File: config.mk
export PLATFORM = sky130hd
export DESIGN_NAME = id_ex_stage_reg
export DESIGN_NICKNAME = d
export VERILOG_FILES = /design/src/rtl/id_ex_stage_reg_pkg.sv /design/src/rtl/load_use_detect.sv /design/src/rtl/id_ex_stage_reg.sv
export SDC_FILE = /design/constraint.sdc
export NUM_CORES = 1
export LEC_CHECK = 0
export ABC_AREA = 1
export BUFFER_PORTS_ARGS = -buffer_cell sky130_fd_sc_hd__buf_2
export CORE_ASPECT_RATIO = 0.7
export CORE_MARGIN = 10
export CORE_UTILIZATION = 37
export CTS_CLUSTER_DIAMETER = 30
export CTS_CLUSTER_SIZE = 20
export DETAILED_ROUTE_END_ITERATION = 7
export PLACE_DENSITY = 0.74
export SKIP_LAST_GASP = 1
export SLEW_MARGIN = 20
export SYNTH_ARGS = -nofsm -noshare
export SYNTH_HDL_FRONTEND = slang
export SYNTH_SLANG_ARGS = --single-unit
File: constraint.sdc
create_clock -name clk -period 2.34 [get_ports clk]
set_input_delay 0.117 -clock clk [delete_from_list [all_inputs] [get_ports clk]]
set_output_delay 0.117 -clock clk [all_outputs]
set_load 0.005 [all_outputs]
File: src/rtl/id_ex_stage_reg_pkg.sv
// Shared ID/EX pipeline definitions: datapath widths and the payload carried from ID into EX.
package id_ex_stage_reg_pkg;

  localparam int unsigned XLEN       = 32;
  localparam int unsigned REG_ADDR_W = 5;
  localparam int unsigned CTRL_W     = 16;

  typedef struct packed {
    logic [XLEN-1:0]       pc;
    logic [XLEN-1:0]       rs1_data;
    logic [XLEN-1:0]       rs2_data;
    logic [XLEN-1:0]       imm;
    logic [REG_ADDR_W-1:0] rs1_addr;
    logic [REG_ADDR_W-1:0] rs2_addr;
    logic [REG_ADDR_W-1:0] rd_addr;
    logic                  mem_read;
    logic [CTRL_W-1:0]     ctrl;
  } id_ex_payload_t;

endpackage

File: src/rtl/load_use_detect.sv
// Combinational load-use comparator: a load in the downstream stage whose rd feeds a source
// operand of the upstream instruction. x0 never creates a dependence.
module load_use_detect
  import id_ex_stage_reg_pkg::*;
(
  input  logic                  ex_valid_i,
  input  logic                  ex_mem_read_i,
  input  logic [REG_ADDR_W-1:0] ex_rd_addr_i,
  input  logic                  id_valid_i,
  input  logic                  id_uses_rs1_i,
  input  logic [REG_ADDR_W-1:0] id_rs1_addr_i,
  input  logic                  id_uses_rs2_i,
  input  logic [REG_ADDR_W-1:0] id_rs2_addr_i,
  output logic                  hazard_o
);

  logic ex_is_load_wr;
  logic rs1_hit;
  logic rs2_hit;

  always_comb begin
    ex_is_load_wr = ex_valid_i & ex_mem_read_i & (ex_rd_addr_i != '0);
    rs1_hit       = id_uses_rs1_i & (id_rs1_addr_i == ex_rd_addr_i);
    rs2_hit       = id_uses_rs2_i & (id_rs2_addr_i == ex_rd_addr_i);
    hazard_o      = ex_is_load_wr & id_valid_i & (rs1_hit | rs2_hit);
  end

endmodule

File: src/rtl/id_ex_stage_reg.sv
// ID/EX pipeline register with load-use bubble insertion, flush, valid/ready backpressure and a
// saturating bubble counter. XLEN and CTRL_W must match the package payload definition.
module id_ex_stage_reg
  import id_ex_stage_reg_pkg::*;
#(
  parameter int unsigned XLEN   = id_ex_stage_reg_pkg::XLEN,
  parameter int unsigned CTRL_W = id_ex_stage_reg_pkg::CTRL_W,
  parameter int unsigned CNT_W  = 32
) (
  input  logic                  clk,
  input  logic                  rst_n,
  input  logic                  id_valid_i,
  output logic                  id_ready_o,
  input  logic [XLEN-1:0]       id_pc_i,
  input  logic [XLEN-1:0]       id_rs1_data_i,
  input  logic [XLEN-1:0]       id_rs2_data_i,
  input  logic [XLEN-1:0]       id_imm_i,
  input  logic [REG_ADDR_W-1:0] id_rs1_addr_i,
  input  logic [REG_ADDR_W-1:0] id_rs2_addr_i,
  input  logic [REG_ADDR_W-1:0] id_rd_addr_i,
  input  logic                  id_uses_rs1_i,
  input  logic                  id_uses_rs2_i,
  input  logic                  id_mem_read_i,
  input  logic [CTRL_W-1:0]     id_ctrl_i,
  input  logic                  flush_i,
  input  logic                  ex_ready_i,
  output logic                  ex_valid_o,
  output logic [XLEN-1:0]       ex_pc_o,
  output logic [XLEN-1:0]       ex_rs1_data_o,
  output logic [XLEN-1:0]       ex_rs2_data_o,
  output logic [XLEN-1:0]       ex_imm_o,
  output logic [REG_ADDR_W-1:0] ex_rs1_addr_o,
  output logic [REG_ADDR_W-1:0] ex_rs2_addr_o,
  output logic [REG_ADDR_W-1:0] ex_rd_addr_o,
  output logic                  ex_mem_read_o,
  output logic [CTRL_W-1:0]     ex_ctrl_o,
  output logic                  load_use_stall_o,
  output logic [CNT_W-1:0]      bubble_cnt_o
);

  id_ex_payload_t   ex_q, ex_d;
  id_ex_payload_t   id_payload;
  logic             ex_valid_q, ex_valid_d;
  logic [CNT_W-1:0] bubble_q, bubble_d;
  logic             advance;
  logic             load_use_stall;

  load_use_detect u_load_use_detect (
    .ex_valid_i    (ex_valid_q),
    .ex_mem_read_i (ex_q.mem_read),
    .ex_rd_addr_i  (ex_q.rd_addr),
    .id_valid_i    (id_valid_i),
    .id_uses_rs1_i (id_uses_rs1_i),
    .id_rs1_addr_i (id_rs1_addr_i),
    .id_uses_rs2_i (id_uses_rs2_i),
    .id_rs2_addr_i (id_rs2_addr_i),
    .hazard_o      (load_use_stall)
  );

  always_comb begin
    id_payload          = '0;
    id_payload.pc       = id_pc_i;
    id_payload.rs1_data = id_rs1_data_i;
    id_payload.rs2_data = id_rs2_data_i;
    id_payload.imm      = id_imm_i;
    id_payload.rs1_addr = id_rs1_addr_i;
    id_payload.rs2_addr = id_rs2_addr_i;
    id_payload.rd_addr  = id_rd_addr_i;
    id_payload.mem_read = id_mem_read_i;
    id_payload.ctrl     = id_ctrl_i;
  end

  assign advance    = ~ex_valid_q | ex_ready_i;
  assign id_ready_o = advance & ~load_use_stall & ~flush_i;

  // Flush beats backpressure and hazards; bubbles keep data fields so only control is scrubbed.
  always_comb begin
    ex_d       = ex_q;
    ex_valid_d = ex_valid_q;
    bubble_d   = bubble_q;
    if (flush_i) begin
      ex_valid_d    = 1'b0;
      ex_d.ctrl     = '0;
      ex_d.mem_read = 1'b0;
    end else if (advance) begin
      if (load_use_stall) begin
        ex_valid_d    = 1'b0;
        ex_d.ctrl     = '0;
        ex_d.mem_read = 1'b0;
        ex_d.rd_addr  = '0;
        if (bubble_q != '1) begin
          bubble_d = bubble_q + {{(CNT_W-1){1'b0}}, 1'b1};
        end
      end else begin
        ex_valid_d = id_valid_i;
        ex_d       = id_payload;
        if (!id_valid_i) begin
          ex_d.ctrl     = '0;
          ex_d.mem_read = 1'b0;
        end
      end
    end
  end

  always_ff @(posedge clk or negedge rst_n) begin
    if (!rst_n) begin
      ex_q       <= '0;
      ex_valid_q <= 1'b0;
      bubble_q   <= '0;
    end else begin
      ex_q       <= ex_d;
      ex_valid_q <= ex_valid_d;
      bubble_q   <= bubble_d;
    end
  end

  assign ex_valid_o       = ex_valid_q;
  assign ex_pc_o          = ex_q.pc;
  assign ex_rs1_data_o    = ex_q.rs1_data;
  assign ex_rs2_data_o    = ex_q.rs2_data;
  assign ex_imm_o         = ex_q.imm;
  assign ex_rs1_addr_o    = ex_q.rs1_addr;
  assign ex_rs2_addr_o    = ex_q.rs2_addr;
  assign ex_rd_addr_o     = ex_q.rd_addr;
  assign ex_mem_read_o    = ex_q.mem_read;
  assign ex_ctrl_o        = ex_q.ctrl;
  assign load_use_stall_o = load_use_stall;
  assign bubble_cnt_o     = bubble_q;

endmodule

==> flow_summary.json <==
{
  "syn_nets": 1245,
  "grt_use_met1_pct": 26.8,
  "outcome": "complete, no violations",
  "leakage_nw": 7.24,
  "synth-async-reset-ratio_pct": 100,
  "grt_use_met2_pct": 35.2,
  "htree_levels": 4,
  "max-slew-margin-rel_pct": 49.3,
  "initial_core_util_pct": 38.1,
  "synth_flop_cell": "dfrtp_1",
  "drtAntennaViolNets": 0,
  "core-area_mm2": 0.0230,
  "grt-busiest-layer": "met2",
  "holdCritStartpoint": "id_rs1_addr_i[4]",
  "avgSynthCellArea_um2": 8.13,
  "cp.required_ns": 2.22,
  "synth_area_mm2": 0.00875,
  "clockBufferDepth": 2,
  "synth_sequential_area_ratio_pct": 55.2,
  "netlist.area_leader.share_pct": 55.2,
  "crit_start": "ex_rd_addr_o[1]$_DFFE_PN0P_",
  "grt_pass1_vias": 9614,
  "grt_start_max_net_pins": 123,
  "clk_pin_slew_worst_paths_ns": 0.07,
  "min_period_ns": 2.20,
  "root_buffer": "clkbuf_16",
  "clkLatencyLatePin_ns": 0.44,
  "max_cap_viol_count": 0,
  "clock-sinks": 193,
  "drtIter0Drc": 754,
  "slowest_stage": "dfrtp_2",
  "yosysWarnings": 0,
  "skew_ns": 0.0151,
  "fin_util_pct": 57.1,
  "syn2layout_area_growth_pct": 49.9,
  "critical-path-max-stage-delay_ns": 0.46,
  "crit_path_cell_trace": "nor2_1 -> nand4_1 -> nand4_1 -> inv_1 -> nand2_8 -> nand2_8 -> buf_16 -> inv_1 -> buf_2",
  "dieHeight_um": 149,
  "fmax_mhz": 455,
  "tns_ns": 0,
  "worstMarginPinSlew_ns": 0.759,
  "synth_edf_count": 0,
  "design.die.area_mm2": 0.0303,
  "layout.nets": 1746,
  "min_period_over_period_pct": 93.9,
  "drv_slew": 0,
  "drc": 0,
  "drive_gt1_share_pct": 26.9,
  "power_density_mw_per_mm2": 615,
  "hp-class": "input pin to register",
  "path_buf_inv": 4,
  "viasPerCell": 5.01,
  "grt.total_usage_pct": 21.7,
  "yosys.area.top_type": "dfrtp_1",
  "synthTopCellsByArea": "dfrtp_1, nand2_1, nand3_1, nor2_1, o21ai_0",
  "crit_arrival_ns": 2.08,
  "overflow": 0,
  "portBuffers": 361,
  "use_met3_pct": 6.16,
  "rows": 46,
  "worst-path-max-fanout": 22,
  "hold_viol_final": 0,
  "r2r-start": "ex_rd_addr_o[1]$_DFFE_PN0P_",
  "critical_path.top_delay_family": "simple AND/OR/NAND/NOR gates",
  "crit_type": "register to output port",
  "ys_ff_latch": 193,
  "setup-violations-final": 0,
  "hpwl_mm": 22.1,
  "cts_tree": "done",
  "start_kind": "register",
  "antenna_found_initial": 5,
  "synth.distinct_cells": 22,
  "drt-total-wl_mm": 34.1,
  "cts_made_buffers": 17,
  "vias": 9557,
  "end_kind": "output port",
  "firstDrtPassIters": 5,
  "syn_inst": 1077,
  "rsz0062_at_grt": "no",
  "ios": 362,
  "grt_pass1_wl_mm": 53.3,
  "place.gp.congestion": 0.967,
  "detail_route.wl_per_cell_um": 17.9,
  "die_x_um": 204,
  "irDropWorstVdd_mv": 0.478
}
-- where the power goes --
group          internal [W]  leakage, nW  switching, W
Clock               0.00149        0.268       0.00136
Sequential          0.00363         2.43      0.000181
Combinational      0.000673         4.53      0.000732
Total               0.00579         7.24       0.00227
-- synth_stat cells (10+ instances only) --
cell	instances
xor2_1	13
nand2_1	487
inv_1	35
buf_2	13
dfrtp_1	193
clkbuf_1	11
xnor2_1	15
buf_1	12
nor2_1	61
o21ai_0	37
nand3_1	142
buf_6	13
nand4_1	21
buf_4	10
-- logic make-up after synthesis --
kind of cell    count (synthesis)  share of synthesized area [%]
xor+xnor                       28                           2.80
simple gates                  716                           33.6
flops                         193                           55.2
buf+inv                       101                           6.10
compound gates                 38                           2.17
fa+ha+maj                       1                          0.143
-- cell type report --
type	instances	area, um2
repair buffers	542	3730
fillers	1875	9850
multi-input cells	785	3440
clock buffers	18	429
flip-flops and latches	193	4830
well taps	312	390
clock inverters	14	129
diodes	5	12.5
inverters	39	149
-- layer usage --
metal	up-vias	wire length, um
li1	4421	-
met1	4504	13500
met2	559	16400
met3	73	3300
met4	0	962
met5	-	0
-- final timing paths --
path	endpoint	slack, ns	cells past startpoint
setup / recovery	id_ready_o	0.14	9
hold / removal	ex_rs1_addr_o[4]$_DFFE_PN0P_	0.03	3
setup reg to reg	ex_valid_o$_DFFE_PN0P_	0.16	9
hold reg to reg	ex_pc_o[30]$_DFFE_PN0P_	0.47	2
max in group asynchronous	ex_rs2_data_o[6]$_DFFE_PN0P_	1.40	3
min in group asynchronous	bubble_cnt_o[13]$_DFFE_PN0P_	0.21	2
-- flip-flops by register name (all words and copies together) (netlist names) --
signal	flops
ex_rd_addr_o	5
ex_imm_o	32
ex_mem_read_o	1
bubble_cnt_o	32
ex_rs2_data_o	32
ex_valid_o	1
ex_pc_o	32
ex_rs1_data_o	32
ex_ctrl_o	16
ex_rs1_addr_o	5
ex_rs2_addr_o	5
-- cells in the final DEF, fill, tap and decap left out, types with 3 or more instances in the layout --
master	instances
nand2_1	485
xnor2_1	15
buf_12	6
clkinv_2	3
buf_2	360
nand3_1	142
nor2_1	61
diode_2	5
dfrtp_2	4
dlygate4sd3_1	161
inv_6	6
dfrtp_1	189
clkbuf_16	19
nand4_1	21
buf_4	10
inv_2	4
o21ai_0	37
inv_1	34
clkinvlp_4	3
xor2_1	13
-- stage by stage --
stage | hold slack (ns) | setup slack [ns] | total power, W | instances | cell area, um2
after CTS | 0.00233 | 0.0374 | 0.00808 | 1897 | 13000
after floorplan | -0.179 | 0.659 | 0.00430 | 1077 | 8750
after detailed placement | 0.114 | 0.248 | 0.00501 | 1703 | 10800
after global routing | 0.00259 | 0.0200 | 0.00845 | 1907 | 13100
final | 0.0292 | 0.143 | 0.00806 | 1908 | 13100
after global placement | 0.114 | 0.295 | 0.00497 | 1703 | 10800
-- worst register-to-register path: stages (launching register included) --
cell and delay, ns:
dfrtp_2 0.46, nor2_1 0.16, nand4_1 0.15, nand4_1 0.11, inv_1 0.14, nand2_8 0.15, buf_16 0.19, nand2_1 0.07
a21oi_1 0.12, dlygate4sd3_1 0.58
-- timing repair --
action	4_1_cts	5_1_grt
pin swaps	2	2
hold buffers	161	0
buffers inserted	0	3
cloned	1	3
hold endpoints to repair	209	0
resized for setup	5	4
endpoints found under the setup margin	1	3
No activity file was read; power rests on OpenSTA's default activity.
